===== src/rtl/seq_mult_unit.sv =====
// Iterative radix-2 shift-add multiplier; start accepted in IDLE, WIDTH iterations, one-cycle DONE pulse with write-back.
// Latency WIDTH edges from start to product load; start while busy is dropped, flush aborts RUN.
module seq_mult_unit #(
    parameter int WIDTH      = 32,
    parameter int REG_ADDR_W = 2
) (
    input  logic                  clk_i,
    input  logic                  rst_ni,
    input  logic                  start_i,
    input  logic                  signed_op_i,
    input  logic [WIDTH-1:0]      op_a_i,
    input  logic [WIDTH-1:0]      op_b_i,
    input  logic [REG_ADDR_W-1:0] dest_reg_i,
    input  logic                  flush_i,
    output logic                  busy_o,
    output logic                  done_o,
    output logic [WIDTH-1:0]      result_hi_o,
    output logic [WIDTH-1:0]      result_lo_o,
    output logic                  wb_en_o,
    output logic [REG_ADDR_W-1:0] wb_reg_o,
    output logic [WIDTH-1:0]      wb_data_o
);

    localparam int CNT_W = (WIDTH > 1) ? $clog2(WIDTH) : 1;

    localparam logic [1:0] ST_IDLE = 2'd0;
    localparam logic [1:0] ST_RUN  = 2'd1;
    localparam logic [1:0] ST_DONE = 2'd2;

    logic [1:0]            state_q,     state_d;
    logic [WIDTH-1:0]      mcand_q,     mcand_d;
    logic [WIDTH-1:0]      mplier_q,    mplier_d;
    logic [WIDTH-1:0]      acc_q,       acc_d;
    logic [CNT_W-1:0]      cnt_q,       cnt_d;
    logic                  neg_q,       neg_d;
    logic [REG_ADDR_W-1:0] dest_q,      dest_d;
    logic [WIDTH-1:0]      result_hi_q, result_hi_d;
    logic [WIDTH-1:0]      result_lo_q, result_lo_d;

    logic [WIDTH-1:0]   mag_a;
    logic [WIDTH-1:0]   mag_b;
    logic [WIDTH:0]     addend;
    logic [WIDTH:0]     sum;
    logic [WIDTH-1:0]   acc_shift;
    logic [WIDTH-1:0]   mplier_shift;
    logic [2*WIDTH-1:0] product;
    logic [2*WIDTH-1:0] product_fix;

    // Magnitudes are held unsigned, so the most negative value maps onto itself correctly.
    always_comb begin
        mag_a = (signed_op_i && op_a_i[WIDTH-1]) ? -op_a_i : op_a_i;
        mag_b = (signed_op_i && op_b_i[WIDTH-1]) ? -op_b_i : op_b_i;
    end

    // One iteration: conditional add into the upper half, then shift {carry, acc, multiplier} right.
    always_comb begin
        addend       = mplier_q[0] ? {1'b0, mcand_q} : '0;
        sum          = {1'b0, acc_q} + addend;
        acc_shift    = sum[WIDTH:1];
        mplier_shift = {sum[0], mplier_q[WIDTH-1:1]};
        product      = {acc_shift, mplier_shift};
        product_fix  = neg_q ? -product : product;
    end

    always_comb begin
        state_d     = state_q;
        mcand_d     = mcand_q;
        mplier_d    = mplier_q;
        acc_d       = acc_q;
        cnt_d       = cnt_q;
        neg_d       = neg_q;
        dest_d      = dest_q;
        result_hi_d = result_hi_q;
        result_lo_d = result_lo_q;

        case (state_q)
            ST_IDLE: begin
                if (start_i && !flush_i) begin
                    mcand_d  = mag_a;
                    mplier_d = mag_b;
                    acc_d    = '0;
                    cnt_d    = '0;
                    neg_d    = signed_op_i & (op_a_i[WIDTH-1] ^ op_b_i[WIDTH-1]);
                    dest_d   = dest_reg_i;
                    state_d  = ST_RUN;
                end
            end
            ST_RUN: begin
                if (flush_i) begin
                    state_d = ST_IDLE;
                end else begin
                    acc_d    = acc_shift;
                    mplier_d = mplier_shift;
                    cnt_d    = cnt_q + CNT_W'(1);
                    if (cnt_q == CNT_W'(WIDTH - 1)) begin
                        result_hi_d = product_fix[2*WIDTH-1:WIDTH];
                        result_lo_d = product_fix[WIDTH-1:0];
                        state_d     = ST_DONE;
                    end
                end
            end
            ST_DONE: begin
                // Write-back has already been issued, so flush is ignored here.
                state_d = ST_IDLE;
            end
            default: begin
                state_d = ST_IDLE;
            end
        endcase
    end

    always_ff @(posedge clk_i or negedge rst_ni) begin
        if (!rst_ni) begin
            state_q     <= ST_IDLE;
            mcand_q     <= '0;
            mplier_q    <= '0;
            acc_q       <= '0;
            cnt_q       <= '0;
            neg_q       <= 1'b0;
            dest_q      <= '0;
            result_hi_q <= '0;
            result_lo_q <= '0;
        end else begin
            state_q     <= state_d;
            mcand_q     <= mcand_d;
            mplier_q    <= mplier_d;
            acc_q       <= acc_d;
            cnt_q       <= cnt_d;
            neg_q       <= neg_d;
            dest_q      <= dest_d;
            result_hi_q <= result_hi_d;
            result_lo_q <= result_lo_d;
        end
    end

    assign busy_o      = (state_q != ST_IDLE);
    assign done_o      = (state_q == ST_DONE);
    assign wb_en_o     = (state_q == ST_DONE);
    assign wb_reg_o    = dest_q;
    assign wb_data_o   = result_lo_q;
    assign result_hi_o = result_hi_q;
    assign result_lo_o = result_lo_q;

endmodule


===== config.mk =====
export PLATFORM = sky130hd
export DESIGN_NAME = seq_mult_unit
export DESIGN_NICKNAME = d
export VERILOG_FILES = /design/src/rtl/seq_mult_unit.sv
export SDC_FILE = /design/constraint.sdc
export NUM_CORES = 1
export LEC_CHECK = 0
export BUFFER_PORTS_ARGS = -buffer_cell sky130_fd_sc_hd__clkbuf_2
export CAP_MARGIN = 40
export CORE_UTILIZATION = 59
export DETAILED_ROUTE_END_ITERATION = 8
export PLACE_DENSITY_LB_ADDON = 0.05
export SLEW_MARGIN = 20
export SYNTH_ARGS = -nofsm -noshare
export SYNTH_HDL_FRONTEND = slang
export SYNTH_SLANG_ARGS = --single-unit

===== constraint.sdc =====
create_clock -name clk_i -period 5.6 [get_ports clk_i]
set_input_delay 0.56 -clock clk_i [delete_from_list [all_inputs] [get_ports clk_i]]
set_output_delay 0.56 -clock clk_i [all_outputs]
set_load 0.03 [all_outputs]

# ---- After elaboration in Yosys (flattened, before gate mapping)
# Cells that the tools add are included.
# W data, S select, Z words.
dict set report word_totals {
  register_bits 170
  latchBits 0
  mem_bits_rw 0
  rom_bits 0
  output_inout_bits 101
  word_cells 51
  memories 0
}
dict set report op_classes {
  n_addsub 5
  mul 0
  div_mod_pow 0
  n_lt_le_gt_ge 0
  eq_ne 6
  shifts 0
  n_mux 17
  n_bitwise 3
  reduce_logical 11
}
# cell n
set ops {}
lappend ops {{$mux W32} 7}
lappend ops {{$pmux W32 S2} 2}
lappend ops {{$mux W64} 1}
lappend ops {{$neg A32 Y32} 2}
lappend ops {{$neg A64 Y64} 1}
lappend ops {{$add A32 B32 Y33} 1}
lappend ops {{$mux W5} 2}
lappend ops {{$pmux W5 S2} 1}
lappend ops {{$mux W2} 3}
lappend ops {{$reduce_and A3 Y1} 2}
lappend ops {{$add A5 B1 Y5 const B} 1}
lappend ops {{$eq A5 B5 Y1 const B} 1}
lappend ops {{$ne A2 B2 Y1 const B} 2}
lappend ops {{$pmux W2 S2} 1}
lappend ops {{$reduce_and A2 Y1} 2}
lappend ops {{$reduce_bool A2 Y1} 2}
lappend ops {{$logic_and A1 B1 Y1} 3}
lappend ops {{$ne A3 B3 Y1 const B} 1}
lappend ops {{$eq A2 B1 Y1 const B} 1}
lappend ops {{$eq A2 B2 Y1 const B} 1}
lappend ops {{$logic_not A2 Y1} 1}
lappend ops {{$and A1 B1 Y1} 1}
lappend ops {{$logic_not A1 Y1} 1}
lappend ops {{$not A1 Y1} 1}
lappend ops {{$xor A1 B1 Y1} 1}

# ---- Depth between registers and ports, before layout
dict set report depth {
  ltp_word 4
  depth_mapped 14
  depth_no_buf 13
}

# ---- Least setup slack after synthesis
# No wires, ideal clock.
dict set report synth_timing {
  path_kind {reg2reg}
  from {register mplier_q[0]}
  to {register result_hi_q[25], in the netlist result_hi_o[25]}
  arrival_time_ns 3.884
  slack_ns 1.581
  stages_incl_launch_ff 15
  period_less_slack_ns 4.019
  cell_sequence {dfrtp_1 clkbuf_1 and2_1 ha_1 clkbuf_1 nand2_1 a211o_1 a21boi_0 nor2_1 xnor2_1 or4_1 or4b_1 o31ai_1 xnor2_1 o21ai_0}
}
dict set report synth_between {
  elab_chain_len 4
}
# element line
set synth_rtl {}
lappend synth_rtl {{from (decl)} 32} ;# logic [WIDTH-1:0] mplier_q, mplier_d;
lappend synth_rtl {{from (signal assigned)} 126} ;# mplier_q <= mplier_d;
lappend synth_rtl {{$mux W32 (*)} 57} ;# addend = mplier_q[0] ? {1'b0, mcand_q} : '0;
lappend synth_rtl {{$add A32 B32 Y33 (*)} 58} ;# sum = {1'b0, acc_q} + addend;
lappend synth_rtl {{$neg A64 Y64} 62} ;# product_fix = neg_q ? -product : product;
lappend synth_rtl {{$mux W64 (*)} 62}
lappend synth_rtl {{to (signal assigned)} 131} ;# result_hi_q <= result_hi_d;
lappend synth_rtl {{to (decl)} 37} ;# logic [WIDTH-1:0] result_hi_q, result_hi_d;
# Every way passes the cells marked *; elsewhere a longest branch is shown, timed or not.
# A chain may end at the register's enable or synchronous reset.

# ---- Final worst setup path
dict set report layout_timing {
  from {register mplier_q[0]}
  to {register result_hi_q[29], in the netlist result_hi_o[29]}
}
# Same word-level chain as after synthesis.

==> results.md <==
* Final Hold Fails at 0
* Mean Syn Cell Area at 8.284 sq um
* Status: complete, no violations
* Worst setup EP type: register
* Worst R2R Setup Slack at 0.84 ns
* Rel. slew slack at 43.30%
* Vias in the first global route at 9599
* Gpl congestion at 0.9618
* Max-slew violations at 0
* Busiest layer in global routing: met1
* PD cells at 334.9 nW/um^2
* Yosys top cell area share at 36.01%
* Max Clock Freq at 210.2 MHz
* Core Region at 19530 sq um
* Crit path DAT at 5.11 ns
* CTS resizes at 0
* R2R Path Start: mplier_q[0]$_DFFE_PN0P_
* Final Setup Violations at 0
* Count leader, synth: nand2_1
* GR Util met2 at 45.04%
* Unrepaired setup endpoints after global routing: no
* Post-Route WL at 32080 microns
* Final critical-path required period at 4.757 ns
* Iteration-0 DRC Markers at 868
* Post-synth net total at 1535
* Wire per inst at 17.84 microns
* Yosys reg bits at 170
* Largest net degree at the start of global routing at 77
* Layout cells sized above 1 at 16.05%
* Crit path launch: mplier_q[0]$_DFFE_PN0P_
* Crit Path Class: register to register
* Final core utilization at 67.63%
* Post-Syn Instances at 1426
* Gr usage total at 31.77%
* Die Y at 143.5 microns
* Starting Density at 60.50%
* Overflow after GRT at 0
* CTS Root Cell: clkbuf_16
* Clock buffer depth at 2
* H-tree levels at 4
* # DRC at 0
* CP Max Fanout at 33
* Hold_ws at 0.05606 ns
* IO Port Bufs at 171
* Max_cap viols at 0
* GRT met3 Usage at 6.031%
* Synth area leaders: dfrtp_1 36%, o21ai_0 8.3%, nand2_1 6.5%
* Via count at 10817
* Sequential share of the synthesized area at 36.01%
* Post-synth top area cell: dfrtp_1
* Critical Path RT at 5.95 ns
* Clk_skew at 0.01137 ns
* Postcts setup bufs at 0
* Fillers at 1685
* DP Wirelength at 24380 microns
* EDFF count, synth at 0
* M1 GR Usage at 49.35%
* Num CTS Buffers at 17
* CTS tree: done
* First-pass iteration count of the detailed router at 5
* Max rail drop VDD at 0.2339 mV
* Sink Count at 170
* Least-Margin Pin Slew at 0.8291 ns
* Nets at 1629
* Post-synth top cells: 205 x nand2_1, 195 x o21ai_0, 170 x dfrtp_1
* Cts-stage hold buffer count at 0
* Antenna diode count at 0
* Antenna Nets Post-Route at 0
* First-pass GRT wire length at 50740 microns
* Area of the die at 20590 sq um
* Clk_lat worst skew at 0.44 ns
* Antenna violations before repair at 0
* Setup TNS at 0 ns
* Fin crit share at 84.94%
* Main flop type after synthesis: dfrtp_1
* Design Area, Final at 13210 sq um
* Drt via density at 6.016
* Dpl cell area at 12590 sq um
* # IOs at 172
* Area Growth Syn to Fin at 11.80%
* Placement row count at 51
* Clk slew on worst S/H paths at 0.07 ns
* Mapped cell area at 11810 sq um
* Hold/Removal Path Class: input pin to async pin
* Post-synth cell types at 79
* Ys Warns at 0
* DIE WIDTH at 143.5 microns
* Ys async rst share at 100.0%
* CP Launch Type: register
* Leakage power at 6.087 nW
## through the flow
stage / total power, mW / setup slack, ns / std cells
2_1_floorplan: 2.705 / 1.581 / 1426
3_3_place_gp: 3.169 / 0.9417 / 1761
3_5_place_dp: 3.204 / 0.9558 / 1765
4_1_cts: 4.392 / 0.8707 / 1797
5_1_grt: 4.666 / 0.5299 / 1798
6_report: 4.423 / 0.8434 / 1798
## sequential cells by signal (all words and copies together) (netlist names)
| register | count |
|---|---|
| neg_q | 1 |
| result_lo_o | 32 |
| result_hi_o | 32 |
| wb_reg_o | 2 |
| cnt_q | 5 |
| acc_q | 32 |
| mplier_q | 32 |
| mcand_q | 32 |
| state_q | 2 |
## cell usage in the layout (no fill, tap or decap), types with 9 or more instances in the layout
master	Yosys	layout
nand2_1	205	204
o21ai_0	195	195
dfrtp_1	170	170
clkbuf_2	0	170
a21oi_1	100	100
nor2_1	83	82
xor2_1	80	80
xnor2_1	51	51
and2_1	43	43
ha_1	37	37
nor3_1	26	26
nand3_1	23	23
o31ai_1	23	23
a21o_1	20	20
a22o_1	19	19
nand4_1	18	18
o41ai_1	18	18
inv_1	17	17
clkbuf_16	0	17
or3_1	16	16
or4_1	14	14
a211oi_1	13	13
nor4_1	12	12
buf_4	33	11
o211ai_1	10	10
nand2b_1	9	9
## power by group
part	total (mW)	internal, mW	switching, mW	leakage, nW
logic	1.62	0.602	1.02	3.54
clock network	1.19	0.611	0.575	0.289
registers	1.62	1.40	0.220	2.26
total	4.42	2.61	1.81	6.09
## path summary, 6_finish.rpt
| kind | cells after the start | end |
|---|---|---|
| min in group clk_i | 3 | wb_reg_o[1]$_DFFE_PN0P_ |
| worst max-delay path | 11 | result_hi_o[29]$_DFFE_PN0P_ |
| worst min-delay path | 1 | result_hi_o[17]$_DFFE_PN0P_ |
| worst min register to register | 2 | mcand_q[26]$_DFFE_PN0P_ |
| worst max register to register | 11 | result_hi_o[29]$_DFFE_PN0P_ |
| max in group asynchronous | 2 | result_lo_o[16]$_DFFE_PN0P_ |
## layout make-up
cell class | instances | area, sq um | share of cell area, %
sequential | 170 | 4254 | 32.21
multi-input combinational | 1127 | 6957 | 52.68
clock inverter | 14 | 147.6 | 1.118
timing repair buffer | 187 | 1013 | 7.674
clock buffer | 18 | 439.2 | 3.325
inverter | 17 | 63.81 | 0.4832
tap | 265 | 331.6 | 2.511
## worst max-delay path, stage by stage (launching register included)
cell and delay [ns]:
dfrtp_1 0.64, and2_1 0.28, ha_1 0.46, nand4_1 0.22, a2111oi_0 0.81, nor3_1 0.15, xnor2_1 0.28, or4_1 0.61
or4b_1 0.59, nor4b_1 0.39, mux2i_1 0.13, o211ai_1 0.11
## layer usage
metal / share of wire [%] / routed length, microns
met1: 50 / 16050
met5: 0 / 0
met2: 41 / 13130
met4: 1.1 / 359
met3: 7.9 / 2532
## logic make-up (layout without fill, tap and decap cells)
| kind of cell | Yosys count | in the layout | share of synthesized area, % |
|---|---|---|---|
| XOR/XNOR | 131 | 131 | 9.713 |
| buffers and inverters | 129 | 236 | 5.285 |
| AO/OA/AOI/OAI | 451 | 451 | 23.41 |
| adder cells (fa/ha/maj) | 38 | 38 | 4.089 |
| multiplexers | 6 | 6 | 0.5296 |
| AND/OR/NAND/NOR | 501 | 501 | 20.96 |
| flip-flops | 170 | 170 | 36.01 |
No activity file was read; power rests on OpenSTA's default activity.
